**src/rtl/alu_ctrl_pkg.sv**
```systemverilog
// ---------------------------------------------------------------------------
// alu_ctrl_pkg
// Shared encodings for the MIPS ALU control unit: alu_op classes from main
// control, R-type func codes, ALU control codes and the mult/div sequencer
// state type.
// ---------------------------------------------------------------------------
package alu_ctrl_pkg;

  // alu_op classes driven by the main control unit
  localparam logic [2:0] OP_RTYPE = 3'b010;
  localparam logic [2:0] OP_ADD_I = 3'b101;
  localparam logic [2:0] OP_AND_I = 3'b100;
  localparam logic [2:0] OP_OR_I  = 3'b110;
  localparam logic [2:0] OP_SUB_B = 3'b001;
  localparam logic [2:0] OP_SUB_X = 3'b111;

  // R-type func field values
  localparam logic [5:0] FN_ADD  = 6'b100000;
  localparam logic [5:0] FN_SUB  = 6'b100010;
  localparam logic [5:0] FN_SLL  = 6'b000000;
  localparam logic [5:0] FN_SRL  = 6'b000010;
  localparam logic [5:0] FN_AND  = 6'b100100;
  localparam logic [5:0] FN_OR   = 6'b100101;
  localparam logic [5:0] FN_SLT  = 6'b101010;
  localparam logic [5:0] FN_MULT = 6'b011000;
  localparam logic [5:0] FN_DIV  = 6'b011010;

  // ALU control codes
  localparam logic [3:0] ALU_AND     = 4'b0000;
  localparam logic [3:0] ALU_OR      = 4'b0001;
  localparam logic [3:0] ALU_ADD     = 4'b0010;
  localparam logic [3:0] ALU_SUB     = 4'b0011;
  localparam logic [3:0] ALU_SLL     = 4'b0100;
  localparam logic [3:0] ALU_SRL     = 4'b0101;
  localparam logic [3:0] ALU_SLT     = 4'b0110;
  localparam logic [3:0] ALU_MULT    = 4'b0111;
  localparam logic [3:0] ALU_DIV     = 4'b1000;
  localparam logic [3:0] ALU_ILLEGAL = 4'b1111;

  // Multi-cycle sequencer states
  typedef enum logic {
    ST_IDLE    = 1'b0,
    ST_MD_BUSY = 1'b1
  } md_state_t;

endpackage

```
**src/rtl/alu_ctrl_decode.sv**
```systemverilog
// ---------------------------------------------------------------------------
// alu_ctrl_decode
// Purely combinational {alu_op, func} -> ALU control code decoder.
// Ports:
//   i_alu_op  : operation class from main control
//   i_func    : R-type func field (ignored unless i_alu_op is R-type)
//   o_code    : ALU control code (ALU_ILLEGAL for unsupported encodings)
//   o_illegal : encoding is unsupported
//   o_is_md   : decoded op is a multi-cycle mult/div
// ---------------------------------------------------------------------------
module alu_ctrl_decode
  import alu_ctrl_pkg::*;
#(
  parameter int OP_W   = 3,
  parameter int FUNC_W = 6,
  parameter int CTRL_W = 4
) (
  input  logic [OP_W-1:0]   i_alu_op,
  input  logic [FUNC_W-1:0] i_func,
  output logic [CTRL_W-1:0] o_code,
  output logic              o_illegal,
  output logic              o_is_md
);

  logic [CTRL_W-1:0] w_code;

  always_comb begin
    w_code = CTRL_W'(ALU_ILLEGAL);
    if (i_alu_op == OP_W'(OP_RTYPE)) begin
      case (i_func)
        FUNC_W'(FN_ADD):  w_code = CTRL_W'(ALU_ADD);
        FUNC_W'(FN_SUB):  w_code = CTRL_W'(ALU_SUB);
        FUNC_W'(FN_SLL):  w_code = CTRL_W'(ALU_SLL);
        FUNC_W'(FN_SRL):  w_code = CTRL_W'(ALU_SRL);
        FUNC_W'(FN_AND):  w_code = CTRL_W'(ALU_AND);
        FUNC_W'(FN_OR):   w_code = CTRL_W'(ALU_OR);
        FUNC_W'(FN_SLT):  w_code = CTRL_W'(ALU_SLT);
        FUNC_W'(FN_MULT): w_code = CTRL_W'(ALU_MULT);
        FUNC_W'(FN_DIV):  w_code = CTRL_W'(ALU_DIV);
        default:          w_code = CTRL_W'(ALU_ILLEGAL);
      endcase
    end else begin
      case (i_alu_op)
        OP_W'(OP_ADD_I): w_code = CTRL_W'(ALU_ADD);
        OP_W'(OP_AND_I): w_code = CTRL_W'(ALU_AND);
        OP_W'(OP_OR_I):  w_code = CTRL_W'(ALU_OR);
        OP_W'(OP_SUB_B): w_code = CTRL_W'(ALU_SUB);
        OP_W'(OP_SUB_X): w_code = CTRL_W'(ALU_SUB);
        default:         w_code = CTRL_W'(ALU_ILLEGAL);
      endcase
    end
  end

  // The illegal code is never produced by a supported encoding, so it doubles
  // as the illegal flag; mult/div codes only come out of the R-type branch.
  assign o_code    = w_code;
  assign o_illegal = (w_code == CTRL_W'(ALU_ILLEGAL));
  assign o_is_md   = (w_code == CTRL_W'(ALU_MULT)) || (w_code == CTRL_W'(ALU_DIV));

endmodule

```
**src/rtl/alu_control_seq.sv**
```systemverilog
// ---------------------------------------------------------------------------
// alu_control_seq
// Registered, valid/ready handshaked ALU control unit with a multi-cycle
// mult/div busy sequencer that back-pressures issue.
// Ports:
//   clk, rst            : clock, asynchronous active-high reset
//   in_valid / in_ready : request handshake (accept on in_valid && in_ready)
//   alu_op, func        : request payload from main control / ID stage
//   out_valid/out_ready : result handshake toward the ALU
//   alu_ctrl, illegal   : registered decode result
//   md_busy             : mult/div occupying the ALU
// ---------------------------------------------------------------------------
module alu_control_seq
  import alu_ctrl_pkg::*;
#(
  parameter int OP_W      = 3,
  parameter int FUNC_W    = 6,
  parameter int CTRL_W    = 4,
  parameter int MD_CYCLES = 4
) (
  input  logic              clk,
  input  logic              rst,
  input  logic              in_valid,
  output logic              in_ready,
  input  logic [OP_W-1:0]   alu_op,
  input  logic [FUNC_W-1:0] func,
  output logic              out_valid,
  input  logic              out_ready,
  output logic [CTRL_W-1:0] alu_ctrl,
  output logic              illegal,
  output logic              md_busy
);

  logic [CTRL_W-1:0] w_code;
  logic              w_illegal;
  logic              w_is_md;
  logic              w_accept;

  logic              r_out_valid;
  logic [CTRL_W-1:0] r_alu_ctrl;
  logic              r_illegal;
  md_state_t         r_state;
  logic [3:0]        r_cnt;

  alu_ctrl_decode #(
    .OP_W   (OP_W),
    .FUNC_W (FUNC_W),
    .CTRL_W (CTRL_W)
  ) u_decode (
    .i_alu_op  (alu_op),
    .i_func    (func),
    .o_code    (w_code),
    .o_illegal (w_illegal),
    .o_is_md   (w_is_md)
  );

  // Issue is blocked while reset is held, while a mult/div occupies the ALU,
  // and while the output register holds a beat the consumer is not taking.
  assign in_ready = !rst && (r_state == ST_IDLE) && (!r_out_valid || out_ready);
  assign w_accept = in_valid && in_ready;

  // Output register: a new accept overwrites the slot even in the cycle it
  // is consumed, so back-to-back issue never leaves a bubble.
  always_ff @(posedge clk or posedge rst) begin
    if (rst) begin
      r_out_valid <= 1'b0;
      r_alu_ctrl  <= '0;
      r_illegal   <= 1'b0;
    end else if (w_accept) begin
      r_out_valid <= 1'b1;
      r_alu_ctrl  <= w_code;
      r_illegal   <= w_illegal;
    end else if (out_ready) begin
      r_out_valid <= 1'b0;
    end
  end

  // Mult/div sequencer: busy for MD_CYCLES cycles starting the edge after
  // acceptance; the counter only ever counts down from MD_CYCLES to zero.
  always_ff @(posedge clk or posedge rst) begin
    if (rst) begin
      r_state <= ST_IDLE;
      r_cnt   <= 4'd0;
    end else begin
      case (r_state)
        ST_IDLE: begin
          if (w_accept && w_is_md && !w_illegal) begin
            r_state <= ST_MD_BUSY;
            r_cnt   <= 4'(MD_CYCLES);
          end
        end
        ST_MD_BUSY: begin
          if (r_cnt == 4'd1) begin
            r_state <= ST_IDLE;
            r_cnt   <= 4'd0;
          end else begin
            r_cnt <= r_cnt - 4'd1;
          end
        end
        default: begin
          r_state <= ST_IDLE;
          r_cnt   <= 4'd0;
        end
      endcase
    end
  end

  assign out_valid = r_out_valid;
  assign alu_ctrl  = r_alu_ctrl;
  assign illegal   = r_illegal;
  assign md_busy   = (r_state == ST_MD_BUSY);

endmodule

```
**config.mk**
```make
export PLATFORM = sky130hd
export DESIGN_NAME = alu_control_seq
export DESIGN_NICKNAME = d
export VERILOG_FILES = /design/src/rtl/alu_ctrl_pkg.sv /design/src/rtl/alu_ctrl_decode.sv /design/src/rtl/alu_control_seq.sv
export SDC_FILE = /design/constraint.sdc
export NUM_CORES = 1
export LEC_CHECK = 0
export ABC_CLOCK_PERIOD_IN_PS = 1230
export CAP_MARGIN = 20
export CORE_MARGIN = 2
export CORE_UTILIZATION = 40
export DETAILED_ROUTE_END_ITERATION = 7
export GPL_TIMING_DRIVEN = 0
export PLACE_DENSITY = 0.73
export SYNTH_ARGS = -nofsm -noshare
export SYNTH_HDL_FRONTEND = slang
export SYNTH_HIERARCHICAL = 1
export SYNTH_SLANG_ARGS = --single-unit
```
**constraint.sdc**
```tcl
create_clock -name clk -period 1.23 [get_ports clk]
set_clock_uncertainty 0.1 [all_clocks]
set_input_delay 0.246 -clock clk [delete_from_list [all_inputs] [get_ports clk]]
set_output_delay 0.246 -clock clk [all_outputs]
set_load 0.005 [all_outputs]
```
==> results.yml, run 1 <==
placement:
  dp_hpwl_um: 1340
  globalplace.congestion: 0.789
  dp.cells: 125
  portBuffers: 20
  placed_cell_area_um2: 1080
clock_tree:
  clockBufferDepth: 2
  numCtsBuffers: 3
  cts_hold_buf: 0
  path_clk_slew_ns: 0.07
  cts_tree: "yes"
  cts_sinks: 11
  cts_root_buf: "clkbuf_4"
  clock_latency_ns: 0.27
  htreeDepth: 1
worst_setup_path:
  worstPathRequired_ns: 1.27
  critPathTopFamily: "simple AND/OR/NAND/NOR gates"
  critPathArrivalTime_ns: 2.17
  endpoint_kind: "flop"
  crit_path_start_kind: "primary input"
  reg2regPathDepth: 5
  path_max_fanout: 4
  critPathBufInv: 2
  slowest_stage: "or4_4"
  path_cells: "buf_8, or4_4, buf_6, mux2i_4, nor4b_4, a31o_1, nand3b_1, nor4_4, o22ai_2"
  cp.depth: 9
  crit_type: "in -> reg"
  critical-path-max-stage-delay_ns: 0.55
yosys:
  synth_area_per_cell_um2: 10.1
  synth_area_um2: 790
  synth_commonest_cells: "dfrtp_1, nand2_1, nor2b_1"
  synth-edff-count: 0
  synthCells: 78
  yosysMostFrequentCell: "dfrtp_1"
  synth_nets: 93
  ys_async_sr_fraction_pct: 100
  seq_area_frac_synth_pct: 34.9
  synth.area.top_cells: "dfrtp_1, mux2_4, nor2b_1"
  yosysTopAreaCell: "dfrtp_1"
  synth_top_area_share_pct: 34.9
  synth_flop_cell: "dfrtp_1"
  synth_seq_cells: 11
  yosys_warnings: 6
  synth.distinct_cells: 36
floorplan:
  coreArea_um2: 1900
  die_area_um2: 2340
  row_count: 16
  start_util_pct: 41.5
  die_x_um: 48.4
  fp.dieH_um: 48.4
  io-pin-count: 21
final_layout:
  finalNonFillerCells: 142
  diodes: 0
  finalInstanceArea_um2: 1250
  area_growth_pct: 58.3
  drive_gt1_share_pct: 51.3
  fin_nets: 131
pwr:
  leakage_nw: 0.537
  powerDensity_nw_per_um2: 899
  ir_drop_mv: 0.574
  finalPower_mw: 1.12
global_routing:
  grt_start_max_net_pins: 12
  grt_pass1_vias: 757
  track_usage_pct: 18.5
  grt_pass1_wl_um: 3280
  overflow: 0
  antenna_found_initial: 0
run_status:
  outcome: "finished with violations"
  violations: "setup timing"
timing:
  grt_setup_unrepaired: "yes"
  fin_ws_ns: -0.905
  max_freq_mhz: 468
  worst-slew-pin-transition_ns: 0.364
  relSlewSlack_pct: 75.5
  hold_viol: 0
  slew_viol_final: 0
  period_needed_ns: 2.14
  period_share_pct: 174
  setup-violations-final: 12
drt:
  drc: 0
  drt_iter0_drc: 5
  via_count: 775
  viasPerCell: 5.46
  routed_wl_um: 2130
  ant_nets: 0
  firstDrtPassIters: 4
  wire_per_inst_um: 15.0
run:
  drv_cap: 0
worst_hold_path:
  hold_class: "in -> async"
sequential cells by signal, summed over array words and instances (netlist names):
register	cells
r_cnt	4
illegal	1
out_valid	1
alu_ctrl	4
md_busy	1
worst paths after layout:
kind | start | end | slack (ns)
max | func[3] | r_cnt[1] | -0.91
min | rst | r_cnt[0] | 0.16
max reg2reg | out_valid | alu_ctrl[2] | -0.21
min reg2reg | alu_ctrl[1] | alu_ctrl[1] | 0.41
max in group asynchronous | rst | md_busy | 0.71
min in group clk | out_ready | out_valid | 0.40
what timing repair did:
item / CTS / global route
buffers inserted: 9 / 4
resized for setup: 69 / 14
pin swaps: 12 / 7
hold endpoints to repair: 0 / 0
setup endpoints to repair: 19 / 17
worst reg2reg max path, cell delays in order (launching register included):
cell	delay [ns]
dfrtp_1	0.39
buf_6	0.12
buf_4	0.12
nand2b_2	0.09
nand4_4	0.16
mux2_4	0.34
metrics by stage:
step / hold slack [ns] / setup TNS (ns) / util, % / setup slack [ns]
after CTS: 0.147 / -6.26 / 63.3 / -0.900
after global routing: 0.173 / -7.53 / 65.7 / -0.963
after floorplan: 0.0278 / -5.49 / - / -0.773
after global placement: 0.394 / -14.18 / 56.6 / -1.54
final: 0.156 / -6.84 / 65.7 / -0.905
after detailed placement: 0.394 / -14.39 / 56.6 / -1.56
report_power, final:
group	internal, mW	leakage (nW)	total, mW	switching, mW
Sequential	0.421	0.138	0.467	0.0461
Clock	0.126	0.0150	0.255	0.129
Combinational	0.226	0.384	0.402	0.176
layout make-up:
cell class              instances  area, µm²
fillers                       155        652
repair buffers                 33        267
inverters                       6       28.8
clock buffers                   4       26.3
multi-input cells              61        618
flip-flops and latches         11        277
well taps                      27       33.8
cell usage in the layout, fill, tap and decap left out, types with 2 or more instances in the layout:
master,instances
buf_6,5
dlygate4sd2_1,4
buf_4,13
o32a_1,2
clkbuf_4,3
mux2_4,5
nor2_1,2
nor2b_4,2
clkbuf_2,6
nor3b_4,3
dfrtp_1,10
nand2_1,7
nor2b_1,5
nand3b_1,3
inv_1,4
ha_1,2
nor3_1,4
buf_2,2
metal layers:
layer	GRT usage, %	part of all wire [%]
met2	33.8	54
met5	0	0
met1	19.1	39
met4	8.10	2.6
met3	6.48	4.9
cells by family (layout without fill, tap and decap cells):
kind of cell    Yosys count  after routing  synth area share (%)
mux                       6              6                  10.8
flops                    11             11                  34.9
fa+ha+maj                 2              2                  3.17
simple gates             39             39                  33.6
compound gates           14             14                  14.4
buf+inv                   6             43                  3.17
Power figures use the tool's default switching activity.
==> inputs of run 2 (changes only) <==
--- a/config.mk
+++ b/config.mk
@@ -12,6 +12,7 @@
 export DETAILED_ROUTE_END_ITERATION = 7
 export GPL_TIMING_DRIVEN = 0
 export PLACE_DENSITY = 0.73
+export SKIP_LAST_GASP = 1
 export SYNTH_ARGS = -nofsm -noshare
 export SYNTH_HDL_FRONTEND = slang
 export SYNTH_HIERARCHICAL = 1
==> run 2 against run 1 <==
- hold slack improved by 0.0013 ns
- power fell by 0.62%
- clock power barely moved
- the flow still finishes with violations (setup timing)
- highest routed layer unchanged
- combinational power down 1%
- setup slack got worse by 0.0059 ns
- design area fell by 0.80%
- die area stayed put
- sequential cell count is the same
- critical endpoint unchanged
- first-iteration DRC count rose by 60%
- sequential share of layout area grew 0.18 points
- global-route usage unchanged
==> results.yml, run 2 (same netlist as run 1, synthesis figures left out) <==
run_status:
  violations: "setup timing"
  outcome: "finished with violations"
pwr:
  finalPower_mw: 1.12
  leakage_nw: 0.533
  powerDensity_nw_per_um2: 901
  ir_drop_mv: 0.572
timing:
  tns_ns: -6.91
  worst-slew-pin-transition_ns: 0.360
  max_freq_mhz: 467
  slew_viol_final: 0
  period_share_pct: 174
  relSlewSlack_pct: 75.8
  setup-violations-final: 12
  grt_setup_unrepaired: "yes"
  hold_viol: 0
  period_needed_ns: 2.14
  fin_ws_ns: -0.911
run:
  drv_cap: 0
placement:
  placed_cell_area_um2: 1080
  dp_hpwl_um: 1340
  globalplace.congestion: 0.789
  portBuffers: 20
floorplan:
  io-pin-count: 21
  fp.dieH_um: 48.4
  die_area_um2: 2340
  die_x_um: 48.4
  coreArea_um2: 1900
  start_util_pct: 41.5
  row_count: 16
worst_setup_path:
  reg2regPathDepth: 5
  crit_path_start_kind: "primary input"
  path_cells: "buf_8, buf_4, nor3b_4, nand3b_1, buf_6, a311oi_4, nor3_2, nor2b_1, nand3b_1, nor4_4, o22ai_2"
  endpoint_kind: "flop"
  rrSetupSlack_ns: -0.24
  critPathArrivalTime_ns: 2.18
  crit_type: "in -> reg"
  path_max_fanout: 4
  critical-path-max-stage-delay_ns: 0.30
  worstPathRequired_ns: 1.27
  reg2reg_to: "alu_ctrl[2]"
  slowest_stage: "a311oi_4"
  cp_common_cell: "nand3b_1"
  r2r-start: "out_valid"
clock_tree:
  path_clk_slew_ns: 0.07
  cts_sinks: 11
  clock_latency_ns: 0.27
  cts_tree: "yes"
  cts_hold_buf: 0
  htreeDepth: 1
  numCtsBuffers: 3
  cts_root_buf: "clkbuf_4"
  clockBufferDepth: 2
drt:
  routed-wl-met2_um: 1150
  wl_met1_um: 807
  drt_iter0_drc: 8
  routed_wl_um: 2130
  drc: 0
  ant_nets: 0
  via_count: 781
  viasPerCell: 5.50
  dr_wl_met3_um: 112
  firstDrtPassIters: 4
  routed.top_layer: "met4"
  wire_per_inst_um: 15.0
final_layout:
  diodes: 0
  layout_common_cells: "buf_4, dfrtp_1, nand2_1, clkbuf_2"
  fin_nets: 131
  final_core_util_pct: 65.2
  drive_gt1_share_pct: 51.3
  finalInstanceArea_um2: 1240
  final_common_cell: "buf_4"
  area_growth_pct: 57.1
global_routing:
  grt_start_max_net_pins: 12
  grt_pass1_vias: 757
  grt_pass1_wl_um: 3280
  track_usage_pct: 18.5
  overflow: 0
  antenna_found_initial: 0
worst_hold_path:
  hold_class: "in -> async"
## run 2: changes by cell type in the layout (fill, tap and decap cells not counted)
cell / before / now
buf_2: 2 / 3
buf_4: 13 / 14
buf_6: 5 / 3
## run 2: worst max-delay path by stage
stage          startpoint       end  slack, ns  cells past startpoint
2_1_floorplan     func[0]  r_cnt[1]      -0.77                      7
3_3_place_gp      func[0]  r_cnt[1]      -1.54                      8
3_5_place_dp      func[0]  r_cnt[1]      -1.56                      8
4_1_cts           func[3]  r_cnt[1]      -0.90                      9
5_1_grt           func[3]  r_cnt[1]      -0.96                     10
6_report          func[3]  r_cnt[1]      -0.91                     11
## run 2: cell type report
class / instances / area, µm²
fillers: 156 / 662
multi-input cells: 61 / 618
flip-flops and latches: 11 / 277
repair buffers: 33 / 256
well taps: 27 / 33.8
inverters: 6 / 28.8
clock buffers: 4 / 26.3
## run 2: critical path: cells and delay by family
family,cells,cell delay [ns]
buf+inv,3,0.37
simple gates,6,1.13
compound gates,2,0.43
## run 2: timing repair
action                     4_1_cts  5_1_grt
gates cloned                     0        0
pin swaps                       12        6
resized for setup               69       12
setup buffers                    9        4
setup endpoints to repair       19       17
## run 2: routing by layer
| layer | vias to the layer above | track usage [%] |
|---|---|---|
| li1 | 372 | - |
| met1 | 380 | 19.1 |
| met2 | 21 | 33.8 |
| met3 | 8 | 6.48 |
| met4 | 0 | 8.10 |
| met5 | - | 0 |
## run 2: power by group
part	leakage (nW)	internal, mW	switching, mW
registers	0.138	0.421	0.0457
clock network	0.0150	0.126	0.128
logic	0.380	0.220	0.176
## run 2: stage by stage
step	setup WS [ns]	hold WS, ns	std cells
after floorplan	-0.773	0.0278	78
after global placement	-1.54	0.394	125
after detailed placement	-1.56	0.394	125
after CTS	-0.900	0.147	138
after global routing	-0.963	0.173	142
final	-0.911	0.158	142
